`src/rtl/ps2_scancode_parser.sv`:
```
// PS/2 set-2 scan-code parser: pops bytes from the ps2_keyboard FIFO, strips E0/F0
// prefixes and emits one key event per sequence, tracking the held key and press count.
module ps2_scancode_parser #(
  parameter int CNT_W = 8
) (
  input  logic             clk,
  input  logic             clrn,
  input  logic [7:0]       kbd_data,
  input  logic             kbd_ready,
  input  logic             kbd_overflow,
  output logic             kbd_nextdata_n,
  output logic             evt_valid,
  input  logic             evt_ready,
  output logic [7:0]       evt_code,
  output logic             evt_ext,
  output logic             evt_break,
  output logic             evt_repeat,
  output logic             key_down,
  output logic [7:0]       last_code,
  output logic             last_ext,
  output logic [CNT_W-1:0] press_cnt,
  output logic             err_ovf,
  output logic [1:0]       dbg_state_o
);

  // Event stream: an event is transferred on every cycle with evt_valid=1 and
  // evt_ready=1; fields hold steady while evt_valid=1 and evt_ready=0.
  typedef enum logic [1:0] {
    S_IDLE   = 2'd0,
    S_POP    = 2'd1,
    S_SETTLE = 2'd2
  } state_e;

  state_e           state_q, state_d;
  logic [7:0]       byte_q, byte_d;
  logic             ext_q, ext_d;
  logic             brk_q, brk_d;
  logic             nextdata_n_q, nextdata_n_d;
  logic             evt_valid_q, evt_valid_d;
  logic [7:0]       evt_code_q, evt_code_d;
  logic             evt_ext_q, evt_ext_d;
  logic             evt_brk_q, evt_brk_d;
  logic             evt_rep_q, evt_rep_d;
  logic             key_down_q, key_down_d;
  logic [7:0]       last_code_q, last_code_d;
  logic             last_ext_q, last_ext_d;
  logic [CNT_W-1:0] press_cnt_q, press_cnt_d;
  logic             err_ovf_q, err_ovf_d;

  logic is_filler;
  logic same_key;

  assign is_filler = (byte_q == 8'h00) || (byte_q == 8'hFF) ||
                     (byte_q == 8'hAA) || (byte_q == 8'hFA);
  assign same_key  = ({last_ext_q, last_code_q} == {ext_q, byte_q});

  always_comb begin
    state_d      = state_q;
    byte_d       = byte_q;
    ext_d        = ext_q;
    brk_d        = brk_q;
    nextdata_n_d = 1'b1;
    evt_valid_d  = evt_valid_q;
    evt_code_d   = evt_code_q;
    evt_ext_d    = evt_ext_q;
    evt_brk_d    = evt_brk_q;
    evt_rep_d    = evt_rep_q;
    key_down_d   = key_down_q;
    last_code_d  = last_code_q;
    last_ext_d   = last_ext_q;
    press_cnt_d  = press_cnt_q;
    err_ovf_d    = err_ovf_q | kbd_overflow;

    if (evt_valid_q && evt_ready) begin
      evt_valid_d = 1'b0;
    end

    case (state_q)
      S_IDLE: begin
        // No fetch while an event is pending, so prefixes cannot race ahead of it.
        if (kbd_ready && !evt_valid_q) begin
          byte_d       = kbd_data;
          nextdata_n_d = 1'b0;
          state_d      = S_POP;
        end
      end
      S_POP: begin
        state_d = S_SETTLE;
        if (byte_q == 8'hE0) begin
          ext_d = 1'b1;
        end else if (byte_q == 8'hF0) begin
          brk_d = 1'b1;
        end else if (is_filler) begin
          ext_d = 1'b0;
          brk_d = 1'b0;
        end else begin
          evt_valid_d = 1'b1;
          evt_code_d  = byte_q;
          evt_ext_d   = ext_q;
          evt_brk_d   = brk_q;
          ext_d       = 1'b0;
          brk_d       = 1'b0;
          if (brk_q) begin
            evt_rep_d = 1'b0;
            if (same_key) begin
              key_down_d = 1'b0;
            end
          end else begin
            evt_rep_d = key_down_q && same_key;
            if (!(key_down_q && same_key)) begin
              press_cnt_d = press_cnt_q + CNT_W'(1);
            end
            key_down_d  = 1'b1;
            last_code_d = byte_q;
            last_ext_d  = ext_q;
          end
        end
      end
      S_SETTLE: begin
        state_d = S_IDLE;
      end
      default: begin
        state_d = S_IDLE;
      end
    endcase
  end

  always_ff @(posedge clk or negedge clrn) begin
    if (!clrn) begin
      state_q      <= S_IDLE;
      byte_q       <= 8'h00;
      ext_q        <= 1'b0;
      brk_q        <= 1'b0;
      nextdata_n_q <= 1'b1;
      evt_valid_q  <= 1'b0;
      evt_code_q   <= 8'h00;
      evt_ext_q    <= 1'b0;
      evt_brk_q    <= 1'b0;
      evt_rep_q    <= 1'b0;
      key_down_q   <= 1'b0;
      last_code_q  <= 8'h00;
      last_ext_q   <= 1'b0;
      press_cnt_q  <= '0;
      err_ovf_q    <= 1'b0;
    end else begin
      state_q      <= state_d;
      byte_q       <= byte_d;
      ext_q        <= ext_d;
      brk_q        <= brk_d;
      nextdata_n_q <= nextdata_n_d;
      evt_valid_q  <= evt_valid_d;
      evt_code_q   <= evt_code_d;
      evt_ext_q    <= evt_ext_d;
      evt_brk_q    <= evt_brk_d;
      evt_rep_q    <= evt_rep_d;
      key_down_q   <= key_down_d;
      last_code_q  <= last_code_d;
      last_ext_q   <= last_ext_d;
      press_cnt_q  <= press_cnt_d;
      err_ovf_q    <= err_ovf_d;
    end
  end

  assign kbd_nextdata_n = nextdata_n_q;
  assign evt_valid      = evt_valid_q;
  assign evt_code       = evt_code_q;
  assign evt_ext        = evt_ext_q;
  assign evt_break      = evt_brk_q;
  assign evt_repeat     = evt_rep_q;
  assign key_down       = key_down_q;
  assign last_code      = last_code_q;
  assign last_ext       = last_ext_q;
  assign press_cnt      = press_cnt_q;
  assign err_ovf        = err_ovf_q;
  assign dbg_state_o    = state_q;

endmodule

```
`config.mk`:
```
export PLATFORM = sky130hd
export DESIGN_NAME = ps2_scancode_parser
export DESIGN_NICKNAME = d
export VERILOG_FILES = /design/src/rtl/ps2_scancode_parser.sv
export SDC_FILE = /design/constraint.sdc
export NUM_CORES = 1
export LEC_CHECK = 0
export ABC_AREA = 0
export CAP_MARGIN = 20
export CELL_PAD_IN_SITES_DETAIL_PLACEMENT = 0
export CELL_PAD_IN_SITES_GLOBAL_PLACEMENT = 1
export CORE_ASPECT_RATIO = 2
export CORE_MARGIN = 2
export CORE_UTILIZATION = 36
export DETAILED_ROUTE_END_ITERATION = 10
export PLACE_DENSITY_LB_ADDON = 0.1
export SLEW_MARGIN = 0
export SYNTH_ARGS = -nofsm -noshare
export SYNTH_HDL_FRONTEND = slang
export SYNTH_SLANG_ARGS = --single-unit
```
`constraint.sdc`:
```
create_clock -name clk -period 2.41 [get_ports clk]
set_input_delay 0.482 -clock clk [delete_from_list [all_inputs] [get_ports clk]]
set_output_delay 0.482 -clock clk [all_outputs]
set_load 0.02 [all_outputs]
```
# Word level (Yosys, flattened, before mapping)
# Index checks and enable logic that the tools add are counted.
# classes
n_reduce_logical	16
n_eq_ne	10
mux	15
addsub	1
bitwise_logic	6
# ops
operator	count
8-bit == test, second input constant	5
1-bit 2-to-1 mux	13
5-bit AND reduction	2
9-bit == test	1
8-bit by 1-bit adder with 8-bit output, second input constant	1
8-bit logical NOT	1
2-bit AND reduction	3
6-bit AND reduction	1
1-bit NOT	5
2-bit != test, second input constant	2
2-bit case mux with 2 select lines	1
4-bit AND reduction	1
1-bit logical AND	3
1-bit logical OR	3
2-bit by 1-bit == test with 1-bit output, second input constant	1
2-bit logical NOT	1
2-bit 2-to-1 mux	1
2-bit by 1-bit != test with 1-bit output, second input constant	1
1-bit logical NOT	1
1-bit bitwise OR	1
# totals
register_bits	44
wordCells	63
out_inout_bits	34
in_bits	13

# Logic depth before layout (Yosys ltp)
# Gate-level depths: netlist of run 1.
# logic_depth
depth_word	8
mapped_depth	6
depth_no_buf	5

# Worst setup path before layout of run 1
# OpenSTA, ideal clock, no wires.
# synth_path
path_kind	flip-flop to flip-flop
start	register state_q[1], in the netlist dbg_state_o[1]
end	register press_cnt_q[5], in the netlist press_cnt[5]
slack_ns	0.623
n_path_buf	0
period_less_slack_ns	1.787
t_arrival_ns	1.656
setup_ns	0.130
t_required_ns	2.280
path_stages_with_launch	6
path_cell_list	dfrtp_1 > nand2b_1 > nor2_1 > o211ai_4 > or4b_1 > xnor2_1
# synth_between
elab_chain_cells	2
# synth_rtl
element	line	source
start: declaration	34	state_e state_q, state_d;
start signal: assignment	146	state_q <= state_d;
2-bit by 1-bit == test with 1-bit output	78	case (state_q)
6-bit AND reduction (no source line)	-	
end signal: assignment	159	press_cnt_q <= press_cnt_d;
end: declaration	47	logic [CNT_W-1:0] press_cnt_q, press_cnt_d;
# Every way passes these cells.
# A chain may end at the register's enable or synchronous reset.

# Worst setup path after layout of run 1
# layout_path
start	register byte_q[4]
end	register press_cnt_q[1], in the netlist press_cnt[1]
# layout_between
elab_chain_cells	6
word_cells_on_any_way	16
cone_classes	eq/ne (6); bitwise (4); reduce/logical (6)
# layout_rtl
element	line	source
start: declaration	35	logic [7:0] byte_q, byte_d;
start signal: assignment	147	byte_q <= byte_d;
8-bit == test / 8-bit logical NOT (equally long branches)	53	assign is_filler = (byte_q == 8'h00) || (byte_q == 8'hFF) ||
1-bit logical OR (2 in series)	53	
1-bit logical OR	54	(byte_q == 8'hAA) || (byte_q == 8'hFA);
1-bit NOT (no source line)	-	
6-bit AND reduction (no source line) *	-	
# Every way passes the cells marked *; elsewhere a longest branch is shown, timed or not.

==> results of run 1 <==
==> cells in the mapped netlist (2+ instances only) <==
library cell / n
and3_1: 2
nand2_1: 4
nor4_1: 3
mux2_4: 10
nor2_1: 9
dfrtp_1: 43
nor3b_1: 2
nand2b_1: 2
buf_4: 2
xnor2_1: 4
xor2_1: 13
inv_1: 4
nand3_1: 5
mux2_2: 18
buf_6: 2
a21oi_1: 2
nand4_1: 3
o21ai_0: 2
nor4b_1: 3
==> through the flow <==
stage / instance area [um2] / utilization [%]
final: 2630 / 48.1
after global routing: 2630 / 48.1
after CTS: 2630 / 48.1
after detailed placement: 2550 / 46.7
after global placement: 2550 / 46.7
after floorplan: 2040 / -
==> metal layers <==
layer | vias to the layer above | global-route usage, % | wire length, um
met4 | 0 | 7.60 | 102
met5 | - | 0 | 0
met2 | 37 | 27.3 | 2510
met1 | 691 | 17.0 | 1660
li1 | 638 | - | -
met3 | 7 | 2.81 | 155
==> layout make-up <==
| class | instances | area, um2 | area share [%] |
|---|---|---|---|
| clock buffer | 6 | 72.6 | 2.76 |
| clock inverter | 1 | 5.00 | 0.190 |
| inverter | 4 | 15.0 | 0.571 |
| multi-input combinational | 98 | 881 | 33.5 |
| sequential | 44 | 1100 | 41.9 |
| tap | 60 | 75.1 | 2.86 |
| timing repair buffer | 49 | 478 | 18.2 |
==> cells by family (layout without fill, tap and decap cells) <==
family | after synthesis | count (layout) | synth area share (%)
DFF | 44 | 44 | 54.1
and+or+nand+nor | 40 | 40 | 12.1
muxes | 28 | 28 | 17.3
xor gates and xnor gates | 17 | 17 | 7.30
AOI/OAI and AO/OA | 12 | 12 | 5.59
buffers and inverters | 10 | 60 | 3.01
adders and majority gates | 1 | 1 | 0.614
==> worst paths after layout <==
path / startpoint / to / slack, ps / depth (start not counted)
worst max-delay path: byte_q[4] / press_cnt[1] / 310 / 5
worst min-delay path: clrn / press_cnt[4] / 60 / 1
worst max register to register: byte_q[4] / press_cnt[1] / 310 / 5
worst min register to register: press_cnt[7] / press_cnt[7] / 470 / 1
max in group asynchronous: clrn / evt_code[0] / 1820 / 2
min in group clk: press_cnt[7] / press_cnt[7] / 470 / 1
==> worst reg2reg max path, delay by kind of cell, from the launching register on <==
kind	cells	cell delay, ps
and+or+nand+nor	3	940
DFF	1	510
muxes	1	350
xor gates and xnor gates	1	210
==> state kept, by name, summed over array words and instances, names as in the netlist, 2 cells and up <==
name	flops
byte_q	8
evt_code	8
last_code	8
dbg_state_o	2
press_cnt	8
==> power groups by stage <==
| stage | Clock, W | Sequential (W) | Combinational, W |
|---|---|---|---|
| floorplan | 0 | 0.00161 | 0.000980 |
| global placement | 0 | 0.00148 | 0.00178 |
| detailed placement | 0 | 0.00149 | 0.00181 |
| CTS | 0.000454 | 0.00148 | 0.00181 |
| global route | 0.000485 | 0.00154 | 0.00192 |
| finish | 0.000440 | 0.00147 | 0.00178 |
==> impl_metrics.csv, run 1 <==
group,metric,value,unit
grt,grt_pass1_vias,1521,
placed_design,hpwl,3390,um
worst_setup_path,cpLargestDelayFamily,"simple AND/OR/NAND/NOR gates",
routing,drtAntennaViolNets,0,
clocking,holdBufCountCts,0,
clocking,path_clk_slew,80,ps
floorplanning,die_h,110,um
final_layout,drive_gt1_share,23.8,%
final_layout,final_nets,216,
floorplanning,die_x,57.2,um
power,leakage,1.14,nW
worst_setup_path,critPathMaxStageDelay,510,ps
floorplanning,coreArea,5470,um2
grt,gr-total-overflow,0,
floorplanning,ioPinCount,47,
synthesis,synth_top_area_cell,"dfrtp_1",
power,comb_power_share,48.2,%
worst_setup_path,path_cells,"xor2_1, nor3_1, nand4_1, nand2b_1, mux2_2",
worst_setup_path,cp-start-kind,"register",
routing,avgRoutedWirePerCell,16.9,um
synthesis,syn_inst,152,
synthesis,synth_cell_types,38,
routing,routed_via_density,5.24,
grt,grt_max_degree,18,
placed_design,pre_cts_ws,289,ps
final_layout,diodes,0,
routing,drc,0,
clocking,post_cts_buffers,0,
floorplanning,die-area,6320,um2
final_layout,fin_cells,262,
synthesis,synth.avg_cell_area,13.4,um2
final_layout,nFillCells,499,
clocking,h-tree-depth,2,
power,power.total,0.00369,W
synthesis,synthesis.area,2040,um2
grt,grt_use_total,15.4,%
synthesis,synth-edff-count,0,
sta,finalWorstSetupSlack,309,ps
sta,post-route-period-util,87.2,%
clocking,cts_sinks,44,
synthesis,synth.area.top_cells,"dfrtp_1 53%, mux2_2 9.9%, mux2_4 7.4%",
sta,final-max-slew-violation-count,0,
worst_setup_path,cp_num_buf_inv,0,
power,p_switching,0.00145,W
min_path,hp-class,"input port to async pin",
clocking,cts_tree,"done",
synthesis,ys_async_sr_fraction,100,%
clocking,ctsResizeCount,0,
routing,num_vias,1373,
job,cap_violations,0,
sta,setup_viol,0,
power,internal_power,0.00224,W
synthesis,synth_flop_cell,"dfrtp_1",
synthesis,synth_fp_nets,166,
placed_design,gp_congestion,0.711,
sta,tightest_slew,545,ps
final_layout,synthToLayoutAreaGrowth,29.0,%
sta,tns,0,ps
run_status,status,"completed",
worst_setup_path,cp_slowest_cell,"dfrtp_1",
routing,drt-initial-drc-count,46,
synthesis,synth_top_cell_area_share,52.8,%
routing,wl,4430,um
power,power_frac_seq,39.8,%
sta,min_period,2100,ps
clocking,cts_buffers,5,
sta,skew,5.19,ps
routing,first_pass_iters,4,
worst_setup_path,crit_path_max_fanout,11,
grt,antenna_found_initial,0,
sta,max_slew_margin,63.5,%
placed_design,portBuffers,46,
worst_setup_path,worst_setup_path_end_kind,"register",
worst_setup_path,cp_data_arrival_time,2280,ps
worst_setup_path,required,2590,ps
final_layout,layout_common_cells,"45 x clkdlybuf4s50_1, 43 x dfrtp_1, 18 x mux2_2",
floorplanning,rows,38,
power,pwr-share-clk,11.9,%
final_layout,final_common_cell,"clkdlybuf4s50_1",
clocking,clockBufferDepth,2,
floorplanning,initial_core_util,37.3,%
sta,hold_ws,64.5,ps
clocking,clock_latency,290,ps
clocking,cts_root_buf,"clkbuf_8",
sta,hold_viol,0,
grt,grt_pass1_wl,7630,um
synthesis,ys_seq_area_share,54.1,%
power,pwr_density_cell,1400,nW/um2
placed_design,placed_cells,255,
sta,rsz0062_at_grt,"no",
synthesis,ys_ff_latch,44,
power,swShare,39.3,%
synthesis,ys_warn_count,0,
power,ir_drop,0.000682,V
sta,fmax,0.476,GHz
worst_setup_path,worst-setup-path-type,"register to register",
Power figures use the tool's default switching activity.
==> run 2, diff against run 1 <==
--- a/config.mk
+++ b/config.mk
@@ -6,15 +6,16 @@
 export NUM_CORES = 1
 export LEC_CHECK = 0
 export ABC_AREA = 0
-export CAP_MARGIN = 20
+export CAP_MARGIN = 25
 export CELL_PAD_IN_SITES_DETAIL_PLACEMENT = 0
 export CELL_PAD_IN_SITES_GLOBAL_PLACEMENT = 1
 export CORE_ASPECT_RATIO = 2
 export CORE_MARGIN = 2
 export CORE_UTILIZATION = 36
+export CTS_CLUSTER_SIZE = 8
 export DETAILED_ROUTE_END_ITERATION = 10
 export PLACE_DENSITY_LB_ADDON = 0.1
-export SLEW_MARGIN = 0
+export SLEW_MARGIN = 5
 export SYNTH_ARGS = -nofsm -noshare
 export SYNTH_HDL_FRONTEND = slang
 export SYNTH_SLANG_ARGS = --single-unit
==> results of run 2 <==
The final DEF is identical to that of run 1; final timing and power are the same.
==> run 3, diff against run 2 <==
--- a/config.mk
+++ b/config.mk
@@ -15,7 +15,6 @@
 export CTS_CLUSTER_SIZE = 8
 export DETAILED_ROUTE_END_ITERATION = 10
 export PLACE_DENSITY_LB_ADDON = 0.1
-export SLEW_MARGIN = 5
 export SYNTH_ARGS = -nofsm -noshare
 export SYNTH_HDL_FRONTEND = slang
 export SYNTH_SLANG_ARGS = --single-unit
==> results of run 3 <==
The final DEF is identical to that of run 1; final timing and power are the same.
